===== src/rtl/fetch_queue.sv =====
// Instruction-fetch stage: free-running fetch PC, one-outstanding-request imem port,
// and a DEPTH-entry {pc, ir} prefetch queue drained by decode through valid/ready.
module fetch_queue #(
    parameter int unsigned           WORD_WIDTH = 32,
    parameter int unsigned           ADDR_WIDTH = 16,
    parameter int unsigned           DEPTH      = 4,
    parameter logic [WORD_WIDTH-1:0] RESET_PC   = '0
) (
    input  logic                  clk,
    input  logic                  resetn,
    input  logic [1:0]            pc_sel,
    input  logic [WORD_WIDTH-1:0] jal_bxx_tgt,
    input  logic [WORD_WIDTH-1:0] jalr_tgt,
    output logic                  imem_rd,
    output logic [ADDR_WIDTH-1:0] imem_addr,
    input  logic [WORD_WIDTH-1:0] imem_data,
    output logic                  out_valid,
    input  logic                  out_ready,
    output logic [WORD_WIDTH-1:0] pc,
    output logic [WORD_WIDTH-1:0] ir
);

    localparam int unsigned PW = $clog2(DEPTH);
    localparam int unsigned CW = PW + 1;
    localparam logic [WORD_WIDTH-1:0] NOP = WORD_WIDTH'(32'h0000_0013);

    typedef enum logic [1:0] {
        SEL_SEQ     = 2'b00,
        SEL_JAL_BXX = 2'b01,
        SEL_JALR    = 2'b10,
        SEL_SEQ_ALT = 2'b11
    } pc_sel_e;

    logic [WORD_WIDTH-1:0] fpc;
    logic [WORD_WIDTH-1:0] req_pc;
    logic [WORD_WIDTH-1:0] tgt;
    logic [WORD_WIDTH-1:0] issue_pc;
    logic                  inflight;
    logic                  redirect;
    logic                  enq;
    logic                  deq;
    logic [PW-1:0]         rd_ptr;
    logic [PW-1:0]         wr_ptr;
    logic [CW-1:0]         count;
    logic [CW:0]           pending;

    logic [WORD_WIDTH-1:0] pc_mem [DEPTH];
    logic [WORD_WIDTH-1:0] ir_mem [DEPTH];

    // NOTE: every always_comb output gets a value before any conditional logic, so no latch can be inferred.
    always_comb begin
        redirect = (pc_sel_e'(pc_sel) == SEL_JAL_BXX) || (pc_sel_e'(pc_sel) == SEL_JALR);
        tgt      = (pc_sel_e'(pc_sel) == SEL_JALR) ? jalr_tgt : jal_bxx_tgt;
        tgt[1:0] = 2'b00;
        issue_pc = redirect ? tgt : fpc;
        pending  = {1'b0, count} + (CW+1)'(inflight);
    end

    // Credit counts queued entries plus the outstanding request; a same-cycle pop earns none.
    assign imem_rd   = resetn && (redirect || (pending < (CW+1)'(DEPTH)));
    assign imem_addr = issue_pc[ADDR_WIDTH+1:2];

    assign out_valid = (count != '0);
    assign enq       = inflight && !redirect;
    assign deq       = out_valid && out_ready;
    assign pc        = pc_mem[rd_ptr];
    assign ir        = ir_mem[rd_ptr];

    // NOTE: sequential state uses non-blocking assignments so every flop samples pre-edge values.
    always_ff @(posedge clk or negedge resetn) begin
        if (!resetn) begin
            fpc      <= RESET_PC;
            req_pc   <= RESET_PC;
            inflight <= 1'b0;
            rd_ptr   <= '0;
            wr_ptr   <= '0;
            count    <= '0;
        end else begin
            inflight <= imem_rd;
            if (imem_rd) begin
                fpc    <= issue_pc + WORD_WIDTH'(4);
                req_pc <= issue_pc;
            end
            if (redirect) begin
                // Flush: the in-flight response and all queued entries are dropped.
                count  <= '0;
                rd_ptr <= wr_ptr;
            end else begin
                if (enq) wr_ptr <= wr_ptr + PW'(1);
                if (deq) rd_ptr <= rd_ptr + PW'(1);
                count <= count + CW'(enq) - CW'(deq);
            end
        end
    end

    // NOTE: the queue storage is reset on purpose: the head outputs must show RESET_PC/NOP during reset.
    always_ff @(posedge clk or negedge resetn) begin
        if (!resetn) begin
            for (int i = 0; i < int'(DEPTH); i++) begin
                pc_mem[i] <= RESET_PC;
                ir_mem[i] <= NOP;
            end
        end else if (enq) begin
            pc_mem[wr_ptr] <= req_pc;
            ir_mem[wr_ptr] <= imem_data;
        end
    end

endmodule


===== config.mk =====
export PLATFORM = sky130hd
export DESIGN_NAME = fetch_queue
export DESIGN_NICKNAME = d
export VERILOG_FILES = /design/src/rtl/fetch_queue.sv
export SDC_FILE = /design/constraint.sdc
export NUM_CORES = 1
export LEC_CHECK = 0
export ABC_AREA = 1
export BUFFER_PORTS_ARGS = -buffer_cell sky130_fd_sc_hd__clkbuf_2
export CORE_MARGIN = 8
export CORE_UTILIZATION = 25
export DETAILED_ROUTE_END_ITERATION = 10
export PLACE_DENSITY = 0.48
export SLEW_MARGIN = 20
export SYNTH_ARGS = -nofsm -noshare
export SYNTH_HDL_FRONTEND = slang
export SYNTH_SLANG_ARGS = --single-unit

===== constraint.sdc =====
create_clock -name clk -period 2.61 [get_ports clk]
set_input_delay 0.1305 -clock clk [delete_from_list [all_inputs] [get_ports clk]]
set_output_delay 0.1305 -clock clk [all_outputs]
set_load 0.01 [all_outputs]

==> results.sh <==
export IMPL_async_flop_share=1.00
export IMPL_crit_cells=4
export IMPL_diodes=0
export IMPL_final_setup_viol_count=0
export IMPL_hold_ws_ps=57.7
export IMPL_utilization=0.308
export IMPL_yosys_area_top_type="dfrtp_1"
export IMPL_cp_required_ps=2480
export IMPL_cp_start_kind="flip-flop"
export IMPL_synthDistinctLibCells=38
export IMPL_drt_first_iter_violations=888
export IMPL_clkPwrFrac=0.251
export IMPL_die_x_um=262
export IMPL_period_needed_ps=2490
export IMPL_status="complete, no violations"
export IMPL_routedWlPerCell_um=15.6
export IMPL_p_sw_frac=0.391
export IMPL_total_power_uw=22300
export IMPL_post_synth_top_count_cell="nand2_1"
export IMPL_firstDrtPassIters=5
export IMPL_yosys_top_cells_area="dfrtp_1 (50%), o21ai_0 (14%), nand2_1 (13%), nor2_1 (4.4%), inv_1 (3.6%)"
export IMPL_syn_area_per_cell_um2=7.97
export IMPL_clock_latency_ps=550
export IMPL_cts_max_path_buffers=3
export IMPL_floorplan_rows=90
export IMPL_finalWirelength_um=44300
export IMPL_place_gp_congestion=0.811
export IMPL_powerDensity_mw_per_mm2=1210
export IMPL_cts_sinks=316
export IMPL_cts_buffers=40
export IMPL_overflow=0
export IMPL_slowest_stage="dfrtp_4"
export IMPL_clk_pin_slew_ps=60
export IMPL_netlist_area_mm2=0.0151
export IMPL_dp_hpwl_um=28400
export IMPL_synth_edf_count=0
export IMPL_worstSetupPathType="flip-flop to primary output"
export IMPL_finalCritPeriodShare=0.954
export IMPL_syn_inst=1892
export IMPL_cap_violations=0
export IMPL_intPower_uw=13600
export IMPL_die_h_um=262
export IMPL_ys_ff_latch=316
export IMPL_nets=2148
export IMPL_drcViolationCount=0
export IMPL_cp_max_fo=102
export IMPL_critPathTopFamily="flip-flops"
export IMPL_worst_pin_slew_ps=947
export IMPL_crit_arrival_ps=2360
export IMPL_ys_flop_type="dfrtp_1"
export IMPL_vias=12800
export IMPL_initial_core_util=0.251
export IMPL_cts_setup_buffers=0
export IMPL_worstPathBufferInverterCount=2
export IMPL_synth_top_cells_by_count="nand2_1 (504), o21ai_0 (411), dfrtp_1 (304)"
export IMPL_peakVddDrop_v=0.000566
export IMPL_max_stage_delay_ps=660
export IMPL_relSlewSlack=0.369
export IMPL_grt_max_degree=140
export IMPL_ff2ff_path_depth=11
export IMPL_syn_to_final_growth_pct=22.6
export IMPL_critPathCaptureType="primary output"
export IMPL_finalHoldViolations=0
export IMPL_leakage_uw=0.00897
export IMPL_h_tree_depth=2
export IMPL_fmax_ghz=0.402
export IMPL_cts_root_buf="clkbuf_16"
export IMPL_viasPerCell=4.50
export IMPL_p_sw_uw=8730
export IMPL_combPwrFrac=0.380
export IMPL_pin_count=183
export IMPL_grtUsageTotal=0.130
export IMPL_hold_depth=5
export IMPL_hold_class="primary input to flip-flop"
export IMPL_ys_warnings_count=0
export IMPL_layout_drive_gt1_share=0.160
export IMPL_cts_tree="done"
export IMPL_slew_violations=0
export IMPL_power_frac_seq=0.368
export IMPL_path_cells="buf_16 > o21ai_0 > o22ai_1 > clkbuf_2"
export IMPL_rsz0062_at_grt="no"
export IMPL_grt_first_pass_wirelength_um=70900
export IMPL_numPortBuffers=176
export IMPL_synth_top_cell_area_share=0.505
export IMPL_grt_pass1_vias=12800
export IMPL_tns_ps=0
export IMPL_ant_nets=0
export IMPL_core_area_mm2=0.0600
export IMPL_die_area_mm2=0.0684
export IMPL_skew_ps=31.4
export IMPL_antenna_found_initial=1
export IMPL_seq_area_frac_synth=0.526
[worst reg2reg max path, cell delays in order (launching register included)]
cell and delay (ps):
dfrtp_1 450, nor2_1 120, nand2_1 110, nand2_1 80, inv_1 80, ha_1 290, inv_1 70, ha_1 130
inv_1 50, fa_1 380, o21ai_0 170, a21oi_1 50
[state kept, by name (all words and copies together), names as in the netlist]
| register | cells |
|---|---|
| ir_mem | 128 |
| pc_mem | 120 |
| fpc | 30 |
| req_pc | 30 |
| count | 3 |
| rd_ptr | 2 |
| wr_ptr | 2 |
| inflight | 1 |
[power groups by stage]
stage	Sequential [uW]	Clock [uW]	Combinational (uW)
2_1_floorplan	7900	0	5480
3_3_place_gp	8210	0	8450
3_5_place_dp	8270	0	8600
4_1_cts	8210	5820	8670
5_1_grt	8490	6020	9690
6_report	8220	5610	8490
[cell families (layout without fill, tap and decap cells)]
kind of cell	Yosys count	in the layout	share of synthesized area
and+or+nand+nor	775	775	0.206
AOI/OAI and AO/OA	496	496	0.174
DFF	316	316	0.526
buffers and inverters	290	465	0.0832
adders and majority gates	10	10	0.00880
xor gates and xnor gates	4	4	0.00232
other	1	2	0.000249
[cell type report]
class,count,area (um^2)
Timing Repair Buffer,238,1700
Clock buffer,57,1130
Tap cell,782,978
Multi-Input combinational cell,1287,5940
Sequential cell,316,7930
Clock inverter,16,203
Inverter,154,591
Fill cell,6336,41500
[through the flow]
step	cells	cell area, um^2	setup WS (ps)
2_1_floorplan	1893	15100	664
3_3_place_gp	2743	16800	317
3_5_place_dp	2743	16800	301
4_1_cts	2850	18500	0.124
5_1_grt	2850	18500	8.13
6_report	2850	18500	121
[cells in the final DEF, fill, tap and decap left out, types with 9 or more instances in the layout]
cell	n
dfstp_2	12
nor2_2	9
nand3_1	53
dfrtp_1	302
ha_1	9
o21ai_0	411
clkbuf_1	10
dlygate4sd3_1	34
clkbuf_2	175
nand2_1	499
o22ai_1	61
clkbuf_16	40
nor2_1	175
inv_1	146
nand2_2	13
buf_12	19
[path summary, 6_finish.rpt]
check	from	slack [ps]	end
setup / recovery	rd_ptr[0]	120	pc[20]
hold / removal	jal_bxx_tgt[4]	60	req_pc[4]
setup reg to reg	count[1]	530	count[2]
hold reg to reg	pc_mem[53]	480	pc_mem[53]
max in group asynchronous	resetn	1420	rd_ptr[0]
min in group asynchronous	resetn	270	pc_mem[104]
[what timing repair did]
item	in CTS	in global routing
resized for setup	1	3
endpoints found under the setup margin	3	4
hold buffers	34	0
hold endpoints to repair	433	0
[metal layers]
layer | routed length, um | up-vias | global-route usage | part of all wire
met1 | 20900 | 5995 | 0.176 | 0.47
li1 | - | 6413 | - | -
met5 | 0 | - | 0 | 0
met2 | 19900 | 327 | 0.204 | 0.45
met3 | 2400 | 77 | 0.0258 | 0.054
met4 | 1140 | 0 | 0.0450 | 0.026
Note: power is estimated with default switching activity, not from simulation.
